==> src/rtl/zigbee_ctrl_pkg.sv <==
// Shared types for the ZigBee select sequencer: sequencer states and the
// packed select configuration word.
package zigbee_ctrl_pkg;

  localparam int CFG_W = 16;

  typedef enum logic [1:0] {
    ST_IDLE   = 2'd0,
    ST_SETTLE = 2'd1,
    ST_DWELL  = 2'd2,
    ST_DONE   = 2'd3
  } state_t;

  // SEL17 sits in the LSB so it changes fastest as the index increments.
  typedef struct packed {
    logic [2:0] sel1;
    logic [2:0] sel2;
    logic [1:0] sel15;
    logic [1:0] sel6;
    logic [1:0] sel9;
    logic       sel11;
    logic       sel12;
    logic       sel3;
    logic       sel17;
  } cfg_t;

  function automatic cfg_t cfg_succ(input cfg_t c);
    return cfg_t'(CFG_W'(c) + 16'd1);
  endfunction

endpackage

==> src/rtl/zigbee_phase_counter.sv <==
// Loadable down-counter with enable and zero flag; times both the settle
// and the dwell phase of the sequencer.
module zigbee_phase_counter #(
  parameter int W = 16
) (
  input  logic         clk,
  input  logic         rst,
  input  logic         en,
  input  logic         load,
  input  logic [W-1:0] load_value,
  output logic         zero
);

  logic [W-1:0] count;

  // Count register: load wins over decrement; stops at zero.
  always_ff @(posedge clk) begin
    if (rst) begin
      count <= '0;
    end else if (load) begin
      count <= load_value;
    end else if (en && (count != '0)) begin
      count <= count - W'(1);
    end else begin
      count <= count;
    end
  end

  assign zero = (count == '0);

endmodule

==> src/rtl/zigbee_sel_sequencer.sv <==
// Start/done handshaked controller that steps the TOP select lines through a
// range of packed configurations with a flush phase and a dwell phase each.
module zigbee_sel_sequencer
  import zigbee_ctrl_pkg::*;
#(
  parameter int SETTLE_CYCLES = 4,
  parameter int DWELL_W       = 16
) (
  input  logic               inClock,
  input  logic               inReset,
  input  logic               inStart,
  input  logic               inAbort,
  input  logic               inPause,
  input  logic [DWELL_W-1:0] inDwell,
  input  logic [CFG_W-1:0]   inFirstCfg,
  input  logic [CFG_W-1:0]   inLastCfg,
  output logic [2:0]         outSEL1,
  output logic [2:0]         outSEL2,
  output logic [1:0]         outSEL15,
  output logic [1:0]         outSEL6,
  output logic [1:0]         outSEL9,
  output logic               outSEL11,
  output logic               outSEL12,
  output logic               outSEL3,
  output logic               outSEL17,
  output logic               outReadEnable,
  output logic               outCfgValid,
  output logic               outBusy,
  output logic               outDone,
  output logic [CFG_W-1:0]   outCfgIndex
);

  localparam logic [DWELL_W-1:0] SETTLE_LOAD = DWELL_W'(SETTLE_CYCLES - 1);

  state_t             state, state_nxt;
  cfg_t               cfg, cfg_nxt;
  logic [CFG_W-1:0]   last_cfg, last_nxt;
  logic [DWELL_W-1:0] dwell, dwell_nxt;
  logic               cnt_load, cnt_en, cnt_zero, hold;
  logic [DWELL_W-1:0] cnt_value;
  logic               re_nxt, valid_nxt, busy_nxt, done_nxt;
  logic               re_q, valid_q, busy_q, done_q;

  zigbee_phase_counter #(.W(DWELL_W)) u_phase (
    .clk        (inClock),
    .rst        (inReset),
    .en         (cnt_en),
    .load       (cnt_load),
    .load_value (cnt_value),
    .zero       (cnt_zero)
  );

  // Next-state, phase-counter control and next registered outputs.
  always_comb begin
    state_nxt = state;
    cfg_nxt   = cfg;
    last_nxt  = last_cfg;
    dwell_nxt = dwell;
    cnt_load  = 1'b0;
    cnt_en    = 1'b0;
    cnt_value = SETTLE_LOAD;
    hold      = 1'b0;
    case (state)
      ST_IDLE: begin
        if (inStart && !inAbort) begin
          state_nxt = ST_SETTLE;
          cfg_nxt   = cfg_t'(inFirstCfg);
          last_nxt  = inLastCfg;
          dwell_nxt = (inDwell == '0) ? DWELL_W'(1) : inDwell;
          cnt_load  = 1'b1;
        end else begin
          state_nxt = ST_IDLE;
        end
      end
      ST_SETTLE: begin
        if (inAbort) begin
          state_nxt = ST_IDLE;
        end else if (inPause) begin
          hold = 1'b1;
        end else if (cnt_zero) begin
          state_nxt = ST_DWELL;
          cnt_load  = 1'b1;
          cnt_value = dwell - DWELL_W'(1);
        end else begin
          cnt_en = 1'b1;
        end
      end
      ST_DWELL: begin
        if (inAbort) begin
          state_nxt = ST_IDLE;
        end else if (inPause) begin
          hold = 1'b1;
        end else if (cnt_zero) begin
          if (CFG_W'(cfg) == last_cfg) begin
            state_nxt = ST_DONE;
          end else begin
            state_nxt = ST_SETTLE;
            cfg_nxt   = cfg_succ(cfg);
            cnt_load  = 1'b1;
          end
        end else begin
          cnt_en = 1'b1;
        end
      end
      ST_DONE: begin
        state_nxt = ST_IDLE;
      end
      default: begin
        state_nxt = ST_IDLE;
      end
    endcase
    // Flush read enable is suppressed while the sequencer is frozen.
    busy_nxt  = (state_nxt == ST_SETTLE) || (state_nxt == ST_DWELL);
    re_nxt    = (state_nxt == ST_SETTLE) && !hold;
    valid_nxt = (state_nxt == ST_DWELL);
    done_nxt  = (state_nxt == ST_DONE);
  end

  // State, latched sweep parameters and registered outputs.
  always_ff @(posedge inClock) begin
    if (inReset) begin
      state    <= ST_IDLE;
      cfg      <= cfg_t'(16'h0000);
      last_cfg <= 16'h0000;
      dwell    <= '0;
      re_q     <= 1'b0;
      valid_q  <= 1'b0;
      busy_q   <= 1'b0;
      done_q   <= 1'b0;
    end else begin
      state    <= state_nxt;
      cfg      <= cfg_nxt;
      last_cfg <= last_nxt;
      dwell    <= dwell_nxt;
      re_q     <= re_nxt;
      valid_q  <= valid_nxt;
      busy_q   <= busy_nxt;
      done_q   <= done_nxt;
    end
  end

  assign outSEL1       = cfg.sel1;
  assign outSEL2       = cfg.sel2;
  assign outSEL15      = cfg.sel15;
  assign outSEL6       = cfg.sel6;
  assign outSEL9       = cfg.sel9;
  assign outSEL11      = cfg.sel11;
  assign outSEL12      = cfg.sel12;
  assign outSEL3       = cfg.sel3;
  assign outSEL17      = cfg.sel17;
  assign outCfgIndex   = CFG_W'(cfg);
  assign outReadEnable = re_q;
  assign outCfgValid   = valid_q;
  assign outBusy       = busy_q;
  assign outDone       = done_q;

endmodule

==> config.mk <==
export PLATFORM = sky130hd
export DESIGN_NAME = zigbee_sel_sequencer
export DESIGN_NICKNAME = d
export VERILOG_FILES = /design/src/rtl/zigbee_ctrl_pkg.sv /design/src/rtl/zigbee_phase_counter.sv /design/src/rtl/zigbee_sel_sequencer.sv
export SDC_FILE = /design/constraint.sdc
export NUM_CORES = 1
export LEC_CHECK = 0
export CAP_MARGIN = 20
export CELL_PAD_IN_SITES_DETAIL_PLACEMENT = 1
export CELL_PAD_IN_SITES_GLOBAL_PLACEMENT = 2
export CORE_MARGIN = 10
export CORE_UTILIZATION = 29
export DETAILED_ROUTE_END_ITERATION = 10
export GPL_ROUTABILITY_DRIVEN = 1
export PLACE_DENSITY_LB_ADDON = 0.1
export SLEW_MARGIN = 20
export SYNTH_ARGS = -nofsm -noshare
export SYNTH_HDL_FRONTEND = slang
export SYNTH_SLANG_ARGS = --single-unit
==> constraint.sdc <==
create_clock -name inClock -period 2.94 [get_ports inClock]
set_input_delay 0.588 -clock inClock [delete_from_list [all_inputs] [get_ports inClock]]
set_output_delay 0.588 -clock inClock [all_outputs]
set_load 0.03 [all_outputs]
# Word level (Yosys, flattened, before mapping)
# Index checks and enable logic that the tools add are counted.
dict set report totals {
  wordCells 85
  regBits 70
}
dict set report classes {
  mux 38
  n_eq_ne 12
  reduce_logical 15
  addsub 3
}
# operator count
set ops {}
lappend ops {{16-bit 2-to-1 mux} 12}
lappend ops {{16-bit logical NOT} 2}
lappend ops {{16-bit case mux with 2 select lines} 1}
lappend ops {{16-bit by 1-bit subtractor with 16-bit output, second input constant} 2}
lappend ops {{16-bit by 1-bit adder with 16-bit output, second input constant} 1}
lappend ops {{16-bit == test} 1}
lappend ops {{1-bit 2-to-1 mux} 16}
lappend ops {{16-bit nonzero test} 1}
lappend ops {{2-bit 2-to-1 mux} 7}
lappend ops {{2-bit != test, second input constant} 5}
lappend ops {{2-bit == test, second input constant} 4}
lappend ops {{2-bit case mux with 4 select lines} 1}
lappend ops {{6-bit AND reduction} 1}
lappend ops {{2-bit by 1-bit == test with 1-bit output, second input constant} 2}
lappend ops {{2-bit nonzero test} 2}
lappend ops {{1-bit logical AND} 3}
lappend ops {{1-bit case mux with 3 select lines} 1}
lappend ops {{1-bit logical NOT} 2}
lappend ops {{2-bit logical NOT} 1}
lappend ops {{2-bit AND reduction} 1}
lappend ops {{2-bit OR reduction} 1}
lappend ops {{1-bit logical OR} 1}

# Logic depth before layout (Yosys ltp)
# Gate-level depths: netlist (run 1).
dict set report logic_depth {
  ltp_word 8
  ltp_mapped 11
}

# Cells and area by module
# A second synthesis (run 1) with hierarchy kept.
dict set report unflattened {
  cells_unflattened 577
  area_unflattened_um2 4480.5
}
# module area_per_inst_um2 seq_area_each_um2 cells_per_inst instances
set modules_own_cells {}
lappend modules_own_cells {zigbee_sel_sequencer 3535.9 1081.0 463 1}
lappend modules_own_cells {zigbee_phase_counter 944.7 320.3 114 1}

# Worst setup path before layout (run 1)
# No wires, ideal clock.
dict set report synth_path {
  kind {flip-flop to flip-flop}
  start {register cfg, in the netlist outSEL2[2]}
  end {register u_phase.count[11]}
  path_slack_ns 0.680
  period_less_slack_ns 2.260
  arrival_time_ns 2.175
  stages_incl_launch_ff 9
  path_cell_list {dfxtp_1 -> clkbuf_1 -> xnor2_1 -> nand4_1 -> nor4_4 -> o32a_1 -> buf_4 -> a21oi_1 -> a211oi_1}
}
dict set report synth_between {
  elab_chain_cells 7
  word_cells_on_any_way 8
  classes_between {1 x eq/ne; 6 x mux; 1 x reduce/logical}
}
# element line
set synth_rtl {}
lappend synth_rtl {{start: declaration} zigbee_sel_sequencer.sv:36} ;# cfg_t cfg, cfg_nxt;
lappend synth_rtl {{start signal: assignment} zigbee_sel_sequencer.sv:123} ;# cfg <= cfg_t'(16'h0000);
lappend synth_rtl {{start signal: assignment} zigbee_sel_sequencer.sv:132} ;# cfg <= cfg_nxt;
lappend synth_rtl {{16-bit == test (*)} zigbee_sel_sequencer.sv:94} ;# if (CFG_W'(cfg) == last_cfg) begin
lappend synth_rtl {{1-bit 2-to-1 mux (*)} zigbee_sel_sequencer.sv:94}
lappend synth_rtl {{1-bit 2-to-1 mux (*)} zigbee_sel_sequencer.sv:93} ;# end else if (cnt_zero) begin
lappend synth_rtl {{1-bit 2-to-1 mux (*)} zigbee_sel_sequencer.sv:91} ;# end else if (inPause) begin
lappend synth_rtl {{1-bit 2-to-1 mux (*)} zigbee_sel_sequencer.sv:89} ;# if (inAbort) begin
lappend synth_rtl {{1-bit case mux with 3 select lines (*)} zigbee_sel_sequencer.sv:63} ;# case (state)
lappend synth_rtl {{16-bit 2-to-1 mux / 2-bit nonzero test (equally long branches)} --}
lappend synth_rtl {{end signal: assignment} zigbee_phase_counter.sv:21} ;# count <= load_value;
lappend synth_rtl {{end signal: assignment} zigbee_phase_counter.sv:23} ;# count <= count - W'(1);
lappend synth_rtl {{end signal: assignment} zigbee_phase_counter.sv:25} ;# count <= count;
lappend synth_rtl {{end: declaration} zigbee_phase_counter.sv:14} ;# logic [W-1:0] count;
# Mark *: on every way between the ends. The rest lies on a longest branch, timed or not.
# A chain may end at the register's enable or synchronous reset.

# Worst setup path after layout (run 1)
dict set report layout_path {
  start {register u_phase.count[0]}
  end {register cfg, in the netlist outSEL15[1]}
}
dict set report layout_between {
  elab_chain_cells 3
}
# element line
set layout_rtl {}
lappend layout_rtl {{16-bit logical NOT} zigbee_phase_counter.sv:29} ;# assign zero = (count == '0);
lappend layout_rtl {{2-bit != test (no line)} --}
lappend layout_rtl {{6-bit AND reduction (no line)} --}
# No other way between the ends.

==> results of run 1 <==
-- final cells by class --
class	instances	area, sq um	share of cell area (%)
Clock buffer	11	253	4.75
Clock inverter	4	22.5	0.423
Inverter	12	45.0	0.847
Multi-Input combinational cell	375	2340	43.9
Sequential cell	70	1400	26.3
Tap cell	176	220	4.14
Timing Repair Buffer	110	1040	19.6
-- Yosys cell counts, drive strengths merged (2+ instances only) --
master / count / area [sq um]
xor2: 15 / 131
a221oi: 2 / 30.0
a41oi: 2 / 17.5
a311oi: 4 / 35.0
nor3b: 4 / 41.3
inv: 11 / 41.3
nor4b: 4 / 35.0
and4: 3 / 26.3
nand3: 14 / 82.6
nor2b: 3 / 18.8
a21o: 4 / 30.0
dfxtp: 70 / 1400
a211oi: 15 / 113
nor4: 11 / 111
xnor2: 29 / 254
and4b: 2 / 20.0
and3: 10 / 62.6
o21ai: 9 / 45.0
nand3b: 5 / 37.5
ha: 11 / 138
or3: 7 / 43.8
and2: 3 / 18.8
nand4: 12 / 87.6
clkbuf: 18 / 68.8
o21a: 2 / 15.0
nand2: 89 / 334
nor3: 16 / 80.1
nor2: 26 / 105
buf: 24 / 173
mux2i: 2 / 20.0
o22ai: 5 / 31.3
a21oi: 55 / 275
-- routing by layer --
metal  GRT usage [%]  vias up
met5               0        -
met4            4.81        0
met3            2.73       11
met2            25.9       83
met1            17.0     1828
li1                -     1898
-- cells by family (layout without fill, tap and decap cells) --
| kind of cell | Yosys count | in the layout | synth area share, % |
|---|---|---|---|
| buf+inv | 54 | 137 | 7.12 |
| mux | 2 | 2 | 0.498 |
| xor+xnor | 44 | 44 | 9.58 |
| compound gates | 104 | 104 | 16.0 |
| simple gates | 214 | 214 | 28.5 |
| fa+ha+maj | 11 | 11 | 3.42 |
| flops | 70 | 70 | 34.8 |
-- through the flow --
stage	hold WS, ns	cell area, sq um	cells	utilization [%]
floorplan	0.449	4020	499	-
global placement	0.459	5040	743	37.6
detailed placement	0.464	5040	743	37.6
CTS	0.472	5320	758	39.7
global route	0.506	5320	758	39.7
finish	0.468	5320	758	39.7
-- power by group --
group	internal (mW)	switching (mW)	total, mW
registers	0.996	0.0561	1.05
clock network	0.608	0.419	1.03
logic	0.253	0.300	0.552
total	1.86	0.775	2.63
-- flip-flops by register name (all words and copies together), names as in the netlist, 2 cells and up --
signal,flops
outSEL9,2
last_cfg,16
outSEL1,3
outSEL2,3
outSEL6,2
state,2
outSEL15,2
dwell,16
u_phase.count,16
-- worst paths after layout --
check,from,to,slack (ns),cells after the start
setup reg to reg,u_phase.count[0],outSEL15[1],0.37,8
setup / recovery,u_phase.count[0],outSEL15[1],0.37,8
hold reg to reg,last_cfg[13],last_cfg[13],0.47,2
hold / removal,last_cfg[13],last_cfg[13],0.47,2
-- cell usage in the layout (no fill, tap or decap), drive strengths merged, types with 2 or more instances in the layout --
cell / count
ha: 11
a311oi: 4
or3: 7
o21ai: 9
a221oi: 2
and2: 3
nor2: 26
xnor2: 29
a211oi: 15
mux2i: 2
clkinv: 4
and3: 10
nor2b: 3
nor4: 11
nand2: 89
and4: 3
inv: 11
o21a: 2
nor4b: 4
nor3: 16
clkbuf: 11
a41oi: 2
nor3b: 4
nand4: 12
a21oi: 55
nand3: 14
o22ai: 5
dfxtp: 70
and4b: 2
a21o: 4
buf: 23
clkdlybuf4s50: 87
xor2: 15
nand3b: 5
-- worst max-delay path: stages, from the launching register on --
cell and delay, ns:
dfxtp_1 0.29, inv_1 0.11, ha_1 0.19, or4b_4 0.50, nor2_4 0.17, nand3_4 0.15, nor3b_4 0.44, or2_0 0.42
a211oi_1 0.14
==> impl_metrics.py, run 1 <==
metrics = {
    "timing": {
        "slew_violations": 0,
        "finalWorstSetupSlack_ns": 0.368,
        "finalHoldViolCount": 0,
        "worst_pin_slew_ns": 0.710,
        "layout_min_cycle_time_ns": 2.57,
        "max-slew-margin-rel_pct": 52.5,
        "rsz0062_at_grt": "no",
        "setup_tns_ns": 0,
        "finalSetupViolations": 0,
        "max_freq_ghz": 0.389,
        "fin_skew_ns": 0.00771,
        "min_period_over_period_pct": 87.5,
    },
    "yosys": {
        "synth_ff_type": "dfxtp_1",
        "ys_types": 54,
        "syn_area_sq_um": 4020,
        "synth_nets": 563,
        "async_reset_ff_share_pct": 0,
        "ys_ff_latch": 70,
        "syn-mean-instance-area_sq_um": 8.06,
        "ys.warnings.count": 0,
        "synth_edf_count": 0,
        "synth_cells": 499,
        "yosysSeqAreaShare_pct": 34.8,
    },
    "floorplan": {
        "dieArea_sq_um": 19000,
        "initial_core_util_pct": 30.0,
        "pin_count": 89,
        "core_area_sq_um": 13400,
        "die_h_um": 138,
        "die_x_um": 138,
        "std_cell_rows": 42,
    },
    "final_layout": {
        "layout-drive-gt1-share_pct": 8.93,
        "diodes": 0,
        "fillCellCount": 1608,
        "nets": 642,
        "syn_to_final_growth_pct": 32.2,
    },
    "setup_path": {
        "startpoint_type": "flip-flop",
        "critical_path_class": "flip-flop to flip-flop",
        "worstPathRequired_ns": 3.13,
        "path_max_fanout": 11,
        "cp.arrival_ns": 2.76,
        "endpoint_kind": "flip-flop",
    },
    "global_route": {
        "grt_pass1_wl_mm": 21.6,
        "antenna_found_initial": 0,
        "grt_usage_pct": 14.5,
        "grt-ovfl-total": 0,
        "grt_pass1_vias": 3999,
        "grt_start_max_net_pins": 53,
    },
    "pwr": {
        "ir_drop_uv": 193,
        "leakagePower_nw": 1.92,
        "power.total_mw": 2.63,
        "p_per_area_nw_per_um2": 495,
    },
    "routing": {
        "dr_wl_met2_mm": 6.93,
        "vias": 3820,
        "drc": 0,
        "first_iter_violations": 216,
        "wl_per_cell_um": 18.2,
        "wl_met3_um": 696,
        "post_drt_via_cell_ratio": 5.04,
        "ant_nets": 0,
        "drt_first_pass_iters": 4,
        "top_layer": "met4",
        "wirelength_mm": 13.8,
        "m1WireLength_mm": 6.03,
    },
    "flow_run": {
        "max-cap-violations": 0,
    },
    "clocking": {
        "cts_setup_buffers": 0,
        "cts_sinks": 70,
        "cts_tree": "built",
        "cts-htree-levels": 3,
        "path_clk_slew_ns": 0.06,
        "cts_made_buffers": 9,
        "cts-hold-fix-buffers": 0,
        "cts_resized": 0,
        "clockBufferDepth": 2,
        "clock_latency_ns": 0.33,
        "cts-root-buf": "clkbuf_16",
    },
    "worst_hold_path": {
        "hold_path_class": "flip-flop to flip-flop",
    },
    "placement": {
        "gp_congestion": 0.789,
        "dp_slack_ns": 0.299,
        "hpwl_mm": 10.5,
        "io_buffers": 88,
    },
    "run_status": {
        "outcome": "completed",
    },
}
Power figures use the tool's default switching activity.
==> inputs of run 2 (changes only) <==
--- a/config.mk
+++ b/config.mk
@@ -8,12 +8,14 @@
 export CAP_MARGIN = 20
 export CELL_PAD_IN_SITES_DETAIL_PLACEMENT = 1
 export CELL_PAD_IN_SITES_GLOBAL_PLACEMENT = 2
+export CORE_ASPECT_RATIO = 0.8
 export CORE_MARGIN = 10
-export CORE_UTILIZATION = 29
+export CORE_UTILIZATION = 30
 export DETAILED_ROUTE_END_ITERATION = 10
 export GPL_ROUTABILITY_DRIVEN = 1
 export PLACE_DENSITY_LB_ADDON = 0.1
 export SLEW_MARGIN = 20
 export SYNTH_ARGS = -nofsm -noshare
 export SYNTH_HDL_FRONTEND = slang
+export SYNTH_HIERARCHICAL = 1
 export SYNTH_SLANG_ARGS = --single-unit
==> run 2 against run 1 <==
- core utilization rose by 0.78 points
- combinational power is 20% higher
- final cell count increased by 12%
- critical path type unchanged
- sequential power about the same
==> impl_metrics.py, run 2 <==
metrics = {
    "run_status": {
        "outcome": "completed",
    },
    "floorplan": {
        "dieArea_sq_um": 20300,
        "pin_count": 89,
        "std_cell_rows": 39,
        "die_h_um": 129,
        "die_x_um": 157,
        "core_area_sq_um": 14400,
        "initial_core_util_pct": 31.0,
    },
    "placement": {
        "hpwl_mm": 12.4,
        "place_inst": 831,
        "gp_congestion": 0.859,
        "io_buffers": 88,
    },
    "routing": {
        "m1WireLength_mm": 8.56,
        "vias": 4535,
        "drt_first_pass_iters": 4,
        "top_layer": "met4",
        "dr_wl_met2_mm": 6.64,
        "drc": 0,
        "wirelength_mm": 16.4,
        "ant_nets": 0,
        "wl_per_cell_um": 19.3,
        "wl_met3_mm": 1.05,
        "first_iter_violations": 300,
        "post_drt_via_cell_ratio": 5.35,
    },
    "clocking": {
        "cts-hold-fix-buffers": 0,
        "cts-root-buf": "clkbuf_16",
        "cts_made_buffers": 9,
        "cts-htree-levels": 3,
        "clock_latency_ns": 0.34,
        "clockBufferDepth": 2,
        "cts_tree": "built",
        "cts_sinks": 70,
        "path_clk_slew_ns": 0.06,
    },
    "yosys": {
        "ys_ff_latch": 70,
        "yosysSeqAreaShare_pct": 31.3,
        "yosys.area.top_type": "dfxtp_1",
        "synth_most_common_cell": "nand2_1",
        "synth_ff_type": "dfxtp_1",
        "synth_nets": 640,
        "ys_types": 77,
        "synth.top_cell.area_share_pct": 31.3,
        "synth.area.top_cells": "dfxtp_1 (31%), nand2_1 (8.3%), a21oi_1 (5.7%), nor2_1 (4.4%), xor2_1 (4.3%)",
        "async_reset_ff_share_pct": 0,
        "synth_edf_count": 0,
        "syn_area_sq_um": 4480,
        "yosys-top-cells-count": "nand2_1 (99), dfxtp_1 (70), nor2_1 (52)",
        "ys.warnings.count": 6,
        "syn-mean-instance-area_sq_um": 7.77,
        "synth_cells": 577,
    },
    "final_layout": {
        "nets": 722,
        "most-common-layout-cells": "nand2_1 (98), clkdlybuf4s50_1 (87), dfxtp_1 (70)",
        "reg_top3": "dwell (16), last_cfg (16), u_phase/count (16)",
        "layout-drive-gt1-share_pct": 11.1,
        "syn_to_final_growth_pct": 30.5,
        "stdcell_count": 848,
        "diodes": 0,
        "layout_commonest_cell": "nand2_1",
    },
    "global_route": {
        "grt_pass1_vias": 4573,
        "grt_usage_pct": 16.3,
        "antenna_found_initial": 0,
        "grt_start_max_net_pins": 36,
        "grt-ovfl-total": 0,
        "grt_pass1_wl_mm": 26.2,
    },
    "timing": {
        "rsz0062_at_grt": "no",
        "layout_min_cycle_time_ns": 2.74,
        "min_period_over_period_pct": 93.2,
        "max_freq_ghz": 0.365,
        "setup_tns_ns": 0,
        "finalSetupViolations": 0,
        "finalHoldViolCount": 0,
        "slew_violations": 0,
        "max-slew-margin-rel_pct": 60.0,
        "worst_pin_slew_ns": 0.596,
        "fin_skew_ns": 0.00627,
    },
    "pwr": {
        "power.total_mw": 2.93,
        "p_per_area_nw_per_um2": 501,
        "ir_drop_uv": 272,
        "leakagePower_nw": 2.15,
    },
    "setup_path": {
        "endpoint_kind": "flip-flop",
        "critical_path_class": "flip-flop to flip-flop",
        "worstPathRequired_ns": 3.19,
        "path_max_fanout": 5,
        "cp.arrival_ns": 2.99,
        "startpoint_type": "flip-flop",
    },
    "flow_run": {
        "max-cap-violations": 0,
    },
    "worst_hold_path": {
        "hold_path_class": "flip-flop to flip-flop",
    },
}
-- run 2: cell count changes after synthesis, moves of 6 or more --
cell | previous run | this run
xnor2_1 | 29 | 12
and3_1 | 10 | 4
nand2_1 | 89 | 99
nor2b_1 | 3 | 12
nor4_1 | 7 | 15
a31oi_1 | 0 | 7
xor2_1 | 15 | 22
nor2_1 | 25 | 52
-- run 2: path summary, 6_finish.rpt --
| kind | from | end | slack, ns | cells after the start |
|---|---|---|---|---|
| worst min register to register | last_cfg[6] | last_cfg[6] | 0.47 | 2 |
| worst max register to register | u_phase/count[0] | u_phase/count[4] | 0.20 | 8 |
| worst min-delay path | last_cfg[6] | last_cfg[6] | 0.47 | 2 |
| worst max-delay path | u_phase/count[0] | u_phase/count[4] | 0.20 | 8 |
-- run 2: layer usage --
metal	vias up	GRT usage [%]
li1	2223	-
met4	0	3.99
met3	11	4.60
met5	-	0
met1	2184	23.8
met2	117	22.8
-- run 2: repair_timing --
item,4_1_cts,5_1_grt
endpoints found under the setup margin,0,12
buffers inserted,0,1
resized for setup,0,1
-- run 2: worst max-delay path, stage by stage, from the launching register on --
cell and delay [ns]:
dfxtp_1 0.37, inv_1 0.06, ha_1 0.25, nor3b_1 0.15, and4bb_2 0.30, nor4b_2 0.33, or4bb_1 0.50, or3_2 0.44
a311oi_1 0.25
-- run 2: cell type report --
cell class / count / area [sq um]
inverters: 16 / 62.6
fillers: 1745 / 8600
multi-input cells: 443 / 2720
well taps: 184 / 230
clock buffers: 10 / 239
repair buffers: 119 / 1110
flip-flops and latches: 70 / 1400
clock inverters: 6 / 85.1
-- run 2: logic make-up (layout without fill, tap and decap cells) --
| family | after synthesis | in the layout | share of synthesized area, % |
|---|---|---|---|
| AOI/OAI and AO/OA | 133 | 133 | 20.7 |
| xor gates and xnor gates | 34 | 34 | 6.65 |
| adders and majority gates | 10 | 10 | 2.79 |
| buffers and inverters | 64 | 151 | 8.24 |
| DFF | 70 | 70 | 31.3 |
| muxes | 2 | 2 | 0.447 |
| and+or+nand+nor | 264 | 264 | 29.9 |
-- run 2: power by group --
group	internal (mW)	switching [mW]	leakage, nW
clock network	0.763	0.440	0.154
registers	1.00	0.0629	0.573
logic	0.293	0.367	1.42
-- run 2: per-stage QoR --
stage          utilization (%)  area, sq um  setup slack, ns  hold WS, ns
2_1_floorplan                -         4490           0.0411        0.448
3_3_place_gp              38.2         5510            0.225        0.459
3_5_place_dp              38.2         5510            0.131        0.461
4_1_cts                   40.4         5840           0.0975        0.470
5_1_grt                   40.5         5850          0.00818        0.489
6_report                  40.5         5850            0.199        0.467
